File: src/rtl/debug_dump_unit.sv
// debug_dump_unit: streams the register file or data memory out as little-endian bytes.
// Optional macro DEBUG_DUMP_HEADER_EN prepends a two-byte header (0xA5, source select).
// Latency: 6 cycles per word with ready held high. A byte holds until valid&ready.
module debug_dump_unit #(
  parameter int NB_DATA         = 32,
  parameter int DMEM_ADDR_WIDTH = 5,
  parameter int REGFILE_DEPTH   = 32
) (
  input  logic                       clk,
  input  logic                       i_rst,
  input  logic                       i_start,
  input  logic                       i_sel,
  output logic                       o_busy,
  output logic                       o_done,
  output logic [4:0]                 o_reg_raddr,
  input  logic [NB_DATA-1:0]         i_reg_rdata,
  output logic [DMEM_ADDR_WIDTH-1:0] o_dmem_raddr,
  output logic                       o_dmem_ren,
  input  logic [NB_DATA-1:0]         i_dmem_rdata,
  output logic [7:0]                 o_tx_data,
  output logic                       o_tx_valid,
  input  logic                       i_tx_ready
);

  localparam int NBYTES     = NB_DATA / 8;
  localparam int DMEM_WORDS = (2 ** DMEM_ADDR_WIDTH) / NBYTES;
  localparam int MAX_WORDS  = (REGFILE_DEPTH > DMEM_WORDS) ? REGFILE_DEPTH : DMEM_WORDS;
  // Word index is wide enough for the last word of either source, so it never wraps.
  localparam int WIDX_W     = (MAX_WORDS > 1) ? $clog2(MAX_WORDS) : 1;
  localparam int BIDX_W     = (NBYTES > 2) ? $clog2(NBYTES) : 1;

  localparam logic [WIDX_W-1:0] REG_LAST  = WIDX_W'(REGFILE_DEPTH - 1);
  localparam logic [WIDX_W-1:0] DMEM_LAST = WIDX_W'(DMEM_WORDS - 1);
  localparam logic [BIDX_W-1:0] BYTE_LAST = BIDX_W'(NBYTES - 1);

  typedef enum logic [2:0] {
    S_IDLE,
`ifdef DEBUG_DUMP_HEADER_EN
    S_HDR,
`endif
    S_REQ,
    S_LOAD,
    S_SEND,
    S_DONE
  } state_t;

  state_t                     state_q, state_d;
  logic                       sel_q, sel_d;
  logic [WIDX_W-1:0]          widx_q, widx_d;
  logic [BIDX_W-1:0]          bidx_q, bidx_d;
  logic [NB_DATA-1:0]         word_q, word_d;
  logic                       busy_q, busy_d;
  logic                       done_q, done_d;
  logic                       ren_q, ren_d;
  logic                       tx_valid_q, tx_valid_d;
  logic [7:0]                 tx_data_q, tx_data_d;
  logic [4:0]                 reg_raddr_q, reg_raddr_d;
  logic [DMEM_ADDR_WIDTH-1:0] dmem_raddr_q, dmem_raddr_d;
  logic [WIDX_W-1:0]          last_idx;
  logic                       tx_hs;

  // Next-state logic, plus output values derived from the next state so outputs are registered.
  always_comb begin
    state_d  = state_q;
    sel_d    = sel_q;
    widx_d   = widx_q;
    bidx_d   = bidx_q;
    word_d   = word_q;
    last_idx = sel_q ? DMEM_LAST : REG_LAST;
    tx_hs    = tx_valid_q && i_tx_ready;

    case (state_q)
      S_IDLE: begin
        if (i_start) begin
          sel_d  = i_sel;
          widx_d = '0;
          bidx_d = '0;
`ifdef DEBUG_DUMP_HEADER_EN
          state_d = S_HDR;
`else
          state_d = S_REQ;
`endif
        end
      end
`ifdef DEBUG_DUMP_HEADER_EN
      S_HDR: begin
        if (tx_hs) begin
          if (bidx_q == BIDX_W'(1)) begin
            bidx_d  = '0;
            state_d = S_REQ;
          end else begin
            bidx_d = bidx_q + 1'b1;
          end
        end
      end
`endif
      S_REQ: begin
        state_d = S_LOAD;
      end
      S_LOAD: begin
        word_d  = sel_q ? i_dmem_rdata : i_reg_rdata;
        state_d = S_SEND;
      end
      S_SEND: begin
        if (tx_hs) begin
          if (bidx_q == BYTE_LAST) begin
            bidx_d = '0;
            if (widx_q == last_idx) begin
              state_d = S_DONE;
            end else begin
              widx_d  = widx_q + 1'b1;
              state_d = S_REQ;
            end
          end else begin
            bidx_d = bidx_q + 1'b1;
          end
        end
      end
      S_DONE: begin
        state_d = S_IDLE;
      end
      default: begin
        state_d = S_IDLE;
      end
    endcase

    busy_d       = (state_d != S_IDLE) && (state_d != S_DONE);
    done_d       = (state_d == S_DONE);
    ren_d        = (state_d == S_REQ) && sel_d;
    reg_raddr_d  = 5'(widx_d);
    dmem_raddr_d = DMEM_ADDR_WIDTH'(widx_d * NBYTES);
    tx_valid_d   = 1'b0;
    tx_data_d    = 8'h00;
    if (state_d == S_SEND) begin
      tx_valid_d = 1'b1;
      tx_data_d  = 8'(word_d >> (8 * bidx_d));
    end
`ifdef DEBUG_DUMP_HEADER_EN
    if (state_d == S_HDR) begin
      tx_valid_d = 1'b1;
      tx_data_d  = (bidx_d == '0) ? 8'hA5 : {7'b0, sel_d};
    end
`endif
  end

  // State and output registers with synchronous reset.
  always_ff @(posedge clk) begin
    if (i_rst) begin
      state_q      <= S_IDLE;
      sel_q        <= 1'b0;
      widx_q       <= '0;
      bidx_q       <= '0;
      word_q       <= '0;
      busy_q       <= 1'b0;
      done_q       <= 1'b0;
      ren_q        <= 1'b0;
      tx_valid_q   <= 1'b0;
      tx_data_q    <= 8'h00;
      reg_raddr_q  <= '0;
      dmem_raddr_q <= '0;
    end else begin
      state_q      <= state_d;
      sel_q        <= sel_d;
      widx_q       <= widx_d;
      bidx_q       <= bidx_d;
      word_q       <= word_d;
      busy_q       <= busy_d;
      done_q       <= done_d;
      ren_q        <= ren_d;
      tx_valid_q   <= tx_valid_d;
      tx_data_q    <= tx_data_d;
      reg_raddr_q  <= reg_raddr_d;
      dmem_raddr_q <= dmem_raddr_d;
    end
  end

  assign o_busy       = busy_q;
  assign o_done       = done_q;
  assign o_dmem_ren   = ren_q;
  assign o_tx_valid   = tx_valid_q;
  assign o_tx_data    = tx_data_q;
  assign o_reg_raddr  = reg_raddr_q;
  assign o_dmem_raddr = dmem_raddr_q;

endmodule
File: config.mk
export PLATFORM = sky130hd
export DESIGN_NAME = debug_dump_unit
export DESIGN_NICKNAME = d
export VERILOG_FILES = /design/src/rtl/debug_dump_unit.sv
export SDC_FILE = /design/constraint.sdc
export NUM_CORES = 1
export LEC_CHECK = 0
export ABC_AREA = 1
export CAP_MARGIN = 10
export CORE_MARGIN = 2
export CORE_UTILIZATION = 47
export CTS_CLUSTER_SIZE = 12
export DETAILED_ROUTE_END_ITERATION = 10
export PLACE_DENSITY_LB_ADDON = 0.12
export SLEW_MARGIN = 0
export SYNTH_ARGS = -nofsm -noshare
export SYNTH_HDL_FRONTEND = slang
export SYNTH_SLANG_ARGS = --single-unit
File: constraint.sdc
create_clock -name clk -period 2.15 [get_ports clk]
set_clock_uncertainty 0.2 [all_clocks]
set_input_delay 0.3225 -clock clk [delete_from_list [all_inputs] [get_ports clk]]
set_output_delay 0.3225 -clock clk [all_outputs]
set_load 0.05 [all_outputs]
* After elaboration in Yosys (flattened, before gate mapping)
Cells that the tools add are included.
Word-level totals: bits in registers 57, latch bits 0, memory bits (writable) 0, ROM bits 0, bits of input ports 69, output and inout port bits 22, word-level logic and storage cells 57, memories 0
Cells by class: add/subtract/negate cells 2, $mul 0, divide/modulo/power cells 0, magnitude comparators 0, equal/unequal tests 13, shift-type cells 1, multiplexer cells 20, bitwise logic cells 1, reductions and logical operators 8
Operators by type and width (count):
- $mux W32 | 2
- $shr A32 B5 Y8 | 1
- $mux W5 | 5
- $mux W3 | 4
- $pmux W3 S4 | 1
- $pmux W5 S2 | 1
- $eq A3 B2 Y1 const B | 3
- $ne A2 B2 Y1 const B | 4
- $eq A3 B1 Y1 const B | 2
- $mux W2 | 3
- $add A5 B1 Y5 const B | 1
- $eq A5 B5 Y1 | 1
- $reduce_and A5 Y1 | 1
- $pmux W2 S2 | 1
- $eq A3 B3 Y1 const B | 1
- $logic_and A1 B1 Y1 | 3
- $logic_not A3 Y1 | 1
- $mux W1 | 3
- $ne A3 B3 Y1 const B | 1
- $reduce_bool A3 Y1 | 1
- $add A2 B1 Y2 const B | 1
- $eq A2 B2 Y1 const B | 1
- $reduce_bool A2 Y1 | 1
- $reduce_or A2 Y1 | 1
- $not A1 Y1 | 1

* Longest topological paths before layout
depth in word-level cells 9, depth in mapped cells 10, mapped depth without buffers 9

* Least setup slack after synthesis
No wires, ideal clock.
path kind register to register, from register, netlist name o_reg_raddr[0], to register reg_raddr_q[2], in the netlist o_reg_raddr[2], data arrival time 1.692 ns, required time 1.879 ns, slack 0.187 ns, stages on the path, launching flop included 10, clock period less this slack 1.963 ns, cell sequence dfxtp_1 -> ha_1 -> nand2_1 -> inv_1 -> nand3_1 -> nand2_1 -> nand2_1 -> nand2_2 -> nand2_1 -> a21oi_1
RTL lines:
- to (signal assigned) | RTL line 172 | reg_raddr_q <= reg_raddr_d;
- to (decl) | RTL line 57 | logic [4:0] reg_raddr_q, reg_raddr_d;

* Worst setup path in the final report
from register reg_raddr_q[3], in the netlist o_reg_raddr[3], to output o_reg_raddr[3]
RTL lines:
- to (decl) | RTL line 15 | output logic [4:0] o_reg_raddr,
No word-level cell between the ends.

==> impl_metrics.py <==
metrics = {
    "routing": {
        "wl_um": 7220,
        "drc": 0,
        "first_pass_iters": 4,
        "num_vias": 2986,
        "wl_per_cell_um": 11.6,
        "drt_iter0_drc": 150,
        "viasPerCell": 4.80,
        "drtAntennaViolNets": 0,
    },
    "sta": {
        "drv_slew": 0,
        "hold_ws_ps": 323,
        "relSlewSlack": 0.656,
        "finalSetupViolCount": 0,
        "setup_tns_ps": 0,
        "hold_viol": 0,
        "period_share": 0.983,
        "period_needed_ps": 2110,
        "worstMarginPinSlew_ps": 514,
        "rsz0062_at_grt": "false",
        "fmax_mhz": 473,
    },
    "clock_network": {
        "cts_buffer_depth": 2,
        "cts_buffers": 5,
        "cts-hold-fix-buffers": 0,
        "tritoncts": "done",
        "cts_root_buf": "clkbuf_8",
        "cts.sinks": 55,
        "insertion_delay_ps": 310,
        "clkSlewWorstSetupHoldPaths_ps": 100,
        "h-tree-depth": 2,
        "cts_setup_buffers": 0,
    },
    "power_and_ir_drop": {
        "comb_power_share": 0.406,
        "switching_share": 0.389,
        "p_switching_uw": 1190,
        "ir_drop_mv": 0.536,
        "p_int_uw": 1870,
        "p_leak_uw": 0.00182,
        "p_seq_frac": 0.410,
        "p_per_area_nw_per_um2": 780,
        "pwr-share-clk": 0.184,
    },
    "synthesis": {
        "synth_top_family_by_area": "simple AND/OR/NAND/NOR gates",
        "synthXorXnorAreaFrac": 0.00594,
        "seq_area_frac_synth": 0.374,
        "synthSimpleGateAreaFrac": 0.365,
        "synth_top_area_share": 0.374,
        "avgSynthCellArea_um2": 6.32,
        "ys_types": 28,
        "netlist_instances": 466,
        "synth_area_leaders": "dfxtp_1, nand2_1, inv_1, nor2_1, o21ai_0",
        "synth_mux_area_frac": 0,
        "yosysWarningCount": 0,
        "yosys.area.top_type": "dfxtp_1",
        "synth_compound_area_frac": 0.106,
        "synth_adder_area_share": 0.00849,
        "ys_ff_latch": 55,
        "netlist_area_um2": 2950,
    },
    "setup_path": {
        "crit_path_end_kind": "output pin",
        "crit_end": "o_reg_raddr[3]",
        "worstSetupPathDepth": 1,
        "critPathMaxStageDelay_ps": 840,
        "startpoint": "o_reg_raddr[3]",
        "arrival_ps": 1590,
        "path_class": "register to output pin",
        "r2r-end": "o_reg_raddr[3]",
        "r2r_slack_ps": 250,
        "critPathSlowestCell": "clkdlybuf4s50_1",
        "critPathTopFamily": "buffers and inverters",
        "worst-path-buf-inv": 1,
        "crit_required_ps": 1630,
        "worst_setup_path_start_kind": "register",
        "crit_fanout": 5,
        "crit_chain": "clkdlybuf4s50_1",
        "r2r-start": "o_reg_raddr[0]",
        "r2r_cells": 9,
    },
    "global_route": {
        "grt_pass1_vias": 2733,
        "grt_overflow": 0,
        "grt_use_total": 0.210,
        "grt_max_degree": 31,
        "grt_pass1_wl_um": 12200,
        "antenna_found_initial": 0,
    },
    "placement": {
        "io_buffers": 88,
        "place_area_um2": 3840,
        "dp_hpwl_um": 5560,
        "gp_congestion": 0.817,
    },
    "cells_and_area": {
        "areaGrowthSynthToFinish_pct": 33.2,
        "drive_above_1_share": 0.0567,
        "antennaDiodeCount": 0,
        "nets": 617,
        "final_area_um2": 3930,
    },
    "run_status": {
        "outcome": "finished clean",
    },
    "flow_run": {
        "drv_cap": 0,
    },
    "floorplan": {
        "dieArea_um2": 6920,
        "row_count": 28,
        "core_um2": 5990,
        "dieWidth_um": 83.2,
        "pin_count": 91,
        "die_y_um": 83.2,
        "start_util": 0.492,
    },
    "worst_hold_path": {
        "worstHoldPathType": "register to register",
        "hp-start": "word_q[27]",
    },
}
==> sequential cells by signal, indices dropped and copies added (netlist names) <==
| name | cells |
|---|---|
| bidx_q | 2 |
| state_q | 3 |
| o_dmem_ren | 1 |
| sel_q | 1 |
| o_busy | 1 |
| o_done | 1 |
| word_q | 32 |
| o_tx_valid | 1 |
| o_reg_raddr | 5 |
| o_tx_data | 8 |
==> kinds of logic after synthesis <==
kind of cell / Yosys count
AO/OA/AOI/OAI: 62
adder cells (fa/ha/maj): 2
XOR/XNOR: 2
other: 1
buffers and inverters: 92
AND/OR/NAND/NOR: 252
flip-flops: 55
==> stage by stage <==
step | total power, µW | setup WS [ps] | util | std cells
final | 3060 | 36.7 | 0.655 | 622
after global routing | 3300 | 4.24 | 0.655 | 622
after CTS | 3080 | 31.7 | 0.654 | 622
after detailed placement | 2520 | 100 | 0.640 | 614
after floorplan | 2170 | 187 | - | 467
after global placement | 2490 | 133 | 0.640 | 614
==> synthesized netlist by cell type <==
master and n:
clkbuf_1 9, buf_6 4, buf_4 8, nor2_2 1, o21ai_0 43, nor2_1 61
nand3_1 41, conb_1 1, nor3_1 2, nand4_1 1, nand2_4 1, nor2_4 1
nand2_1 134, dfxtp_1 55, o211ai_1 1, buf_2 5, nand3_4 2, nor4_1 2
a21oi_1 16, o21ai_1 2, xor2_1 2, inv_1 63, or2_2 1, nand3_2 2
inv_2 3, ha_1 2, and2_1 1, nand2_2 2
==> repair_timing <==
action,CTS,global route
gates resized for setup,0,2
endpoints found under the setup margin,0,2
hold endpoints to repair,0,0
==> cell type report <==
| cell class | count | area, µm² |
|---|---|---|
| Fill cell | 598 | 2070 |
| Timing Repair Buffer | 98 | 961 |
| Clock inverter | 3 | 15.0 |
| Multi-Input combinational cell | 320 | 1440 |
| Inverter | 66 | 248 |
| Tap cell | 75 | 93.8 |
| Sequential cell | 55 | 1100 |
| Clock buffer | 5 | 68.8 |
==> metal layers <==
metal	track usage	vias up	share of wire
li1	-	1593	-
met1	0.265	1310	0.46
met2	0.370	75	0.48
met3	0.0417	8	0.051
met4	0.0462	0	0.012
met5	0	-	0
==> worst min-delay path by stage <==
stage	cells after the start	slack (ps)	end
final	2	320	word_q[27]
after CTS	2	320	o_reg_raddr[4]
after floorplan	2	260	word_q[27]
after global placement	2	280	word_q[27]
after detailed placement	2	300	o_reg_raddr[4]
after global routing	2	340	o_reg_raddr[4]
==> power groups by stage <==
stage          Combinational (µW)  Sequential (µW)  Clock [µW]
3_5_place_dp                 1250             1280           0
2_1_floorplan                 793             1380           0
5_1_grt                      1410             1280         615
6_report                     1240             1260         563
4_1_cts                      1250             1260         573
3_3_place_gp                 1220             1270           0
==> layout by cell type, fill, tap and decap left out, drive strengths merged <==
cell / netlist / routed
a21oi: 16 / 16
and2: 1 / 1
buf: 17 / 10
clkbuf: 9 / 5
clkdlybuf4s50: 0 / 86
clkinv: 0 / 3
conb: 1 / 2
dfxtp: 55 / 55
dlymetal6s2s: 0 / 2
ha: 2 / 2
inv: 66 / 66
nand2: 137 / 137
nand3: 45 / 45
nand4: 1 / 1
nor2: 63 / 63
nor3: 2 / 2
nor4: 2 / 2
o211ai: 1 / 1
o21ai: 45 / 45
or2: 1 / 1
xor2: 2 / 2
No activity file was read; power rests on OpenSTA's default activity.
==> patch 1: new RTL, same settings <==
Encoding of `state_t`: now Gray code (3 bits for 5 states).
--- a/src/rtl/debug_dump_unit.sv
+++ b/src/rtl/debug_dump_unit.sv
@@ -36,3 +36,3 @@
   typedef enum logic [2:0] {
-    S_IDLE,
+    S_IDLE = 3'b000,
 `ifdef DEBUG_DUMP_HEADER_EN
@@ -40,6 +40,6 @@
 `endif
-    S_REQ,
-    S_LOAD,
-    S_SEND,
-    S_DONE
+    S_REQ  = 3'b001,
+    S_LOAD = 3'b011,
+    S_SEND = 3'b010,
+    S_DONE = 3'b110
   } state_t;
Formal check against the unedited RTL: no difference found for any inputs over 10 cycles, from zero or initial values and one cycle with i_rst high; not proved beyond that.
==> patch 1 against the unedited design <==
  * Count of clock-buffer cells in the layout did not move
  * Worst setup slack improved by 0.040 ns
  * Sequential share of layout area rose by 0.14 points
  * Synthesized area fell by 1.1%
  * First-iteration DRC count rose by 0.67%
  * Non-clock buffer count rose by 1
  * Routed wire length fell by 0.51%
  * Sequential cell count did not move
  * Core utilization barely moved
  * Final area fell by 0.51%
  * Critical path type unchanged
  * Highest routed layer unchanged
Power is not compared: it rests on default switching activity, and its combinational part moved more than twofold at a synthesized area within 25%.
==> patch 1: results (changes against the unedited design) <==
Synth
  • Top-area cell type share of the netlist area: 37.8% (+0.42 points)
  • Seq/Total Area, Yosys: 37.8% (+0.42 points)
  • Most used DFF post-synth: dfxtp_1
  • Cells after Synth: 474 (+1.7%)
  • Synth area leaders: dfxtp_1, nand2_1, nand3_1, inv_1, nor2_1
  • Synth async-reset ratio: 0% (unchanged)
  • Yosys cell types: 27 (-3.6%)
  • Most common library cells after synthesis: nand2_1, nand3_1, dfxtp_1, inv_1, nor2_1
  • Yosys warns: 0 (unchanged)

Clock network
  • CTS Buffer Depth: 2 (unchanged)
  • Root Driver: clkbuf_8
  • H-tree levels: 2 (unchanged)
  • Postcts setup bufs: 0 (unchanged)
  • Clk Latency, worst-skew pair: 0.31 ns (about the same)

Pwr
  • Logic pwr share: roughly a quarter
  • Int Pwr: roughly 1.5 mW
  • Sw frac: 30.1%
  • P_seq: roughly 1.1 mW
  • IR drop worst, VDD: 0.000353 V
  • Leakage: a little under 2 nW

GRT
  • Largest net degree at the start of global routing: 42 (+35%)
  • Vias in the first global route: 2593 (-5.1%)
  • First-pass GRT wire length: 11.5 mm (-6.1%)
  • Tot GR Track Use: 21.9% (+0.84 points)

STA
  • Slew @ Worst Pin: 0.497 ns (-0.0167 ns)
  • Period minus WS final: 2.07 ns (-0.0397 ns)
  • Worst hold slack: 0.310 ns (-0.0128 ns)
  • Final-report setup violation count: 0 (unchanged)

Hold path
  • Hold EP: o_reg_raddr[2]
  • Worst Hold Depth: 2 (unchanged)
  • Hold path startpoint: o_reg_raddr[2]
  • Hold crit path type: register to register

Place
  • DP Cell Count: 622 (+1.3%)
  • GPL Wtd Cong: 0.853 (+4.4%)
  • DP Worst Slack: 0.101 ns (+0.00124 ns)
  • Post-DP HPWL: 5.45 mm (-1.9%)
  • Port Buffer Count: 88 (unchanged)
  • Placed cell area: 3820 sq um (-0.49%)

Cells and area
  • N_diodes: 0 (unchanged)
  • Share of layout cells above drive strength 1: 5.23% (-0.43 points)
  • Final Net Count: 625 (+1.3%)
  • Max FFs per register: 32 (unchanged)
  • Top reg by flops: word_q
  • Filler cells: 588 (-1.7%)

Critical path
  • FF-to-FF setup slack: 0.33 ns (+0.08 ns)
  • Reg2Reg Depth: 9 (unchanged)
  • Reg2reg end: o_tx_data[1]
  • Crit path from: o_reg_raddr[0]
  • Critical Path Sink: o_dmem_raddr[2]
  • Crit-path max FO: 6 (+1)
  • Worst Path Arrival: 1.55 ns (-0.04 ns)
  • Worst path slowest cell: clkdlybuf4s50_1
  • CP peak stage delay: around 0.83 ns
  • RR Startpoint: state_q[2]

Drt
  • Avg WL per Cell: 11.4 um (-1.6%)
  • Total number of vias: 2988 (+0.067%)
  • 1st-pass router iterations: 4 (unchanged)
  • Starting DRT DRC Count: 151 (+0.67%)
  • Vias per cell: 4.75 (-1.0%)

Status
  • Outcome: completed
## patch 1: metal layers
metal | track usage, % | routed length, um
met1 | 27.1 | 3230
met2 | 38.1 | 3540
met3 | 4.89 | 312
met4 | 6.23 | 100
met5 | 0 | 0
## patch 1: kinds of logic (layout without fill, tap and decap cells)
kind of cell,count (synthesis),count (layout),synth area share (%)
other cells,1,2,0.129
fa+ha+maj,2,2,0.859
flops,55,55,37.8
simple gates,290,290,40.9
compound gates,40,40,7.04
buf+inv,84,163,12.7
xor+xnor,2,2,0.601
## patch 1: cell type report
type | instances | area (sq um) | share of cell area (%)
sequential | 55 | 1100 | 28.2
multi-input combinational | 336 | 1450 | 37.1
clock inverter | 2 | 13.8 | 0.352
tap | 75 | 93.8 | 2.40
clock buffer | 5 | 68.8 | 1.76
timing repair buffer | 99 | 963 | 24.7
inverter | 57 | 216 | 5.54
==> patch 2: new RTL, same flow settings <==
Made on the original files. `DMEM_ADDR_WIDTH`: 5 -> 4.
--- a/src/rtl/debug_dump_unit.sv
+++ b/src/rtl/debug_dump_unit.sv
@@ -5,3 +5,3 @@
   parameter int NB_DATA         = 32,
-  parameter int DMEM_ADDR_WIDTH = 5,
+  parameter int DMEM_ADDR_WIDTH = 4,
   parameter int REGFILE_DEPTH   = 32
Ports: changed (resized o_dmem_raddr); port bits go from 91 to 90. The function was not compared with the original's and may differ.
==> patch 2 against the unedited design <==
  * Worst setup slack better by 0.031 ns
  * Largest power group unchanged
  * Critical path type unchanged
  * First-iteration DRC count up 17%
  * Sequential cell count unchanged
  * Synthesized area down 3.2%
  * Final area down 1.2%
  * Total power down 16%
  * Routed wire length up 4.7%
==> patch 2: results (changes against the unedited design) <==
Synth
  • Synth area leaders: dfxtp_1, nand2_1, nand3_1, nor2_1, inv_1
  • Seq/Total Area, Yosys: 38.6% (+1.2 points)
  • Xor and xnor area share after synthesis: 0.921% (+0.33 points)
  • Number of synthesized flops with an enable pin: 0 (unchanged)
  • Cells after Synth: 455 (-2.4%)
  • Post-Synth Adder-Cell Area: 0.877% (+0.028 points)
  • Most common library cells after synthesis: nand2_1, dfxtp_1, nor2_1, inv_1, nand3_1

Critical path
  • Crit-path max FO: 6 (+1)
  • Worst Path Arrival: 1.56 ns (-0.03 ns)

GRT
  • Vias in the first global route: 2882 (+5.5%)
  • Initial antenna violation count: 0 (unchanged)
  • Met3 usage: 3.41% (-0.77 points)
  • Largest net degree at the start of global routing: 34 (+9.7%)
  • First-pass GRT wire length: 12.4 mm (+1.8%)
  • Tot GR Track Use: 23.8% (+2.8 points)

Drt
  • Avg WL per Cell: 12.4 um (+6.6%)
  • Metal3 WL: 407 um (+9.7%)
  • Vias per cell: 5.07 (+5.7%)
  • Routed met2 length: 3.77 mm (+9.2%)
  • Starting DRT DRC Count: 176 (+17%)
  • DRT met1 WL: 3.30 mm (-0.48%)

Status
  • Outcome: completed

Place
  • GPL Wtd Cong: 0.887 (+8.6%)
  • Port Buffer Count: 87 (-1.1%)
  • DP Cell Count: 603 (-1.8%)
  • DP Worst Slack: 0.0782 ns (-0.0219 ns)
  • Post-DP HPWL: 5.71 mm (+2.7%)
  • Placed cell area: 3780 sq um (-1.5%)

STA
  • Slew @ Worst Pin: 0.543 ns (+0.0290 ns)

Cells and area
  • Fin cells: 611 (-1.8%)
  • Filler cells: 534 (-11%)
  • Share of layout cells above drive strength 1: 6.16% (+0.49 points)

Pwr
  • Leakage: 1.79 nW (-1.7%)
  • IR drop worst, VDD: 0.000515 V (-4.0%)
## patch 2: report_power, final
part           switching [mW]  internal (mW)  total [mW]
Sequential             0.0425           1.12        1.17
Clock                   0.318          0.229       0.548
Combinational           0.530          0.339       0.869
Total                   0.890           1.69        2.58
## patch 2: final timing paths
path	from	to	slack [ns]	depth (start not counted)
hold / removal	word_q[26]	word_q[26]	0.32	2
setup / recovery	o_reg_raddr[0]	o_reg_raddr[0]	0.07	1
setup reg to reg	state_q[0]	o_tx_data[1]	0.21	9
hold reg to reg	word_q[26]	word_q[26]	0.32	2
## patch 2: area by class of cell
type | instances | area [sq um] | share of cell area (%)
clock buffer | 7 | 76.3 | 1.97
clock inverter | 1 | 5.00 | 0.129
inverter | 47 | 176 | 4.55
multi-input combinational | 327 | 1470 | 37.9
sequential | 55 | 1100 | 28.4
tap | 75 | 93.8 | 2.42
timing repair buffer | 99 | 956 | 24.6
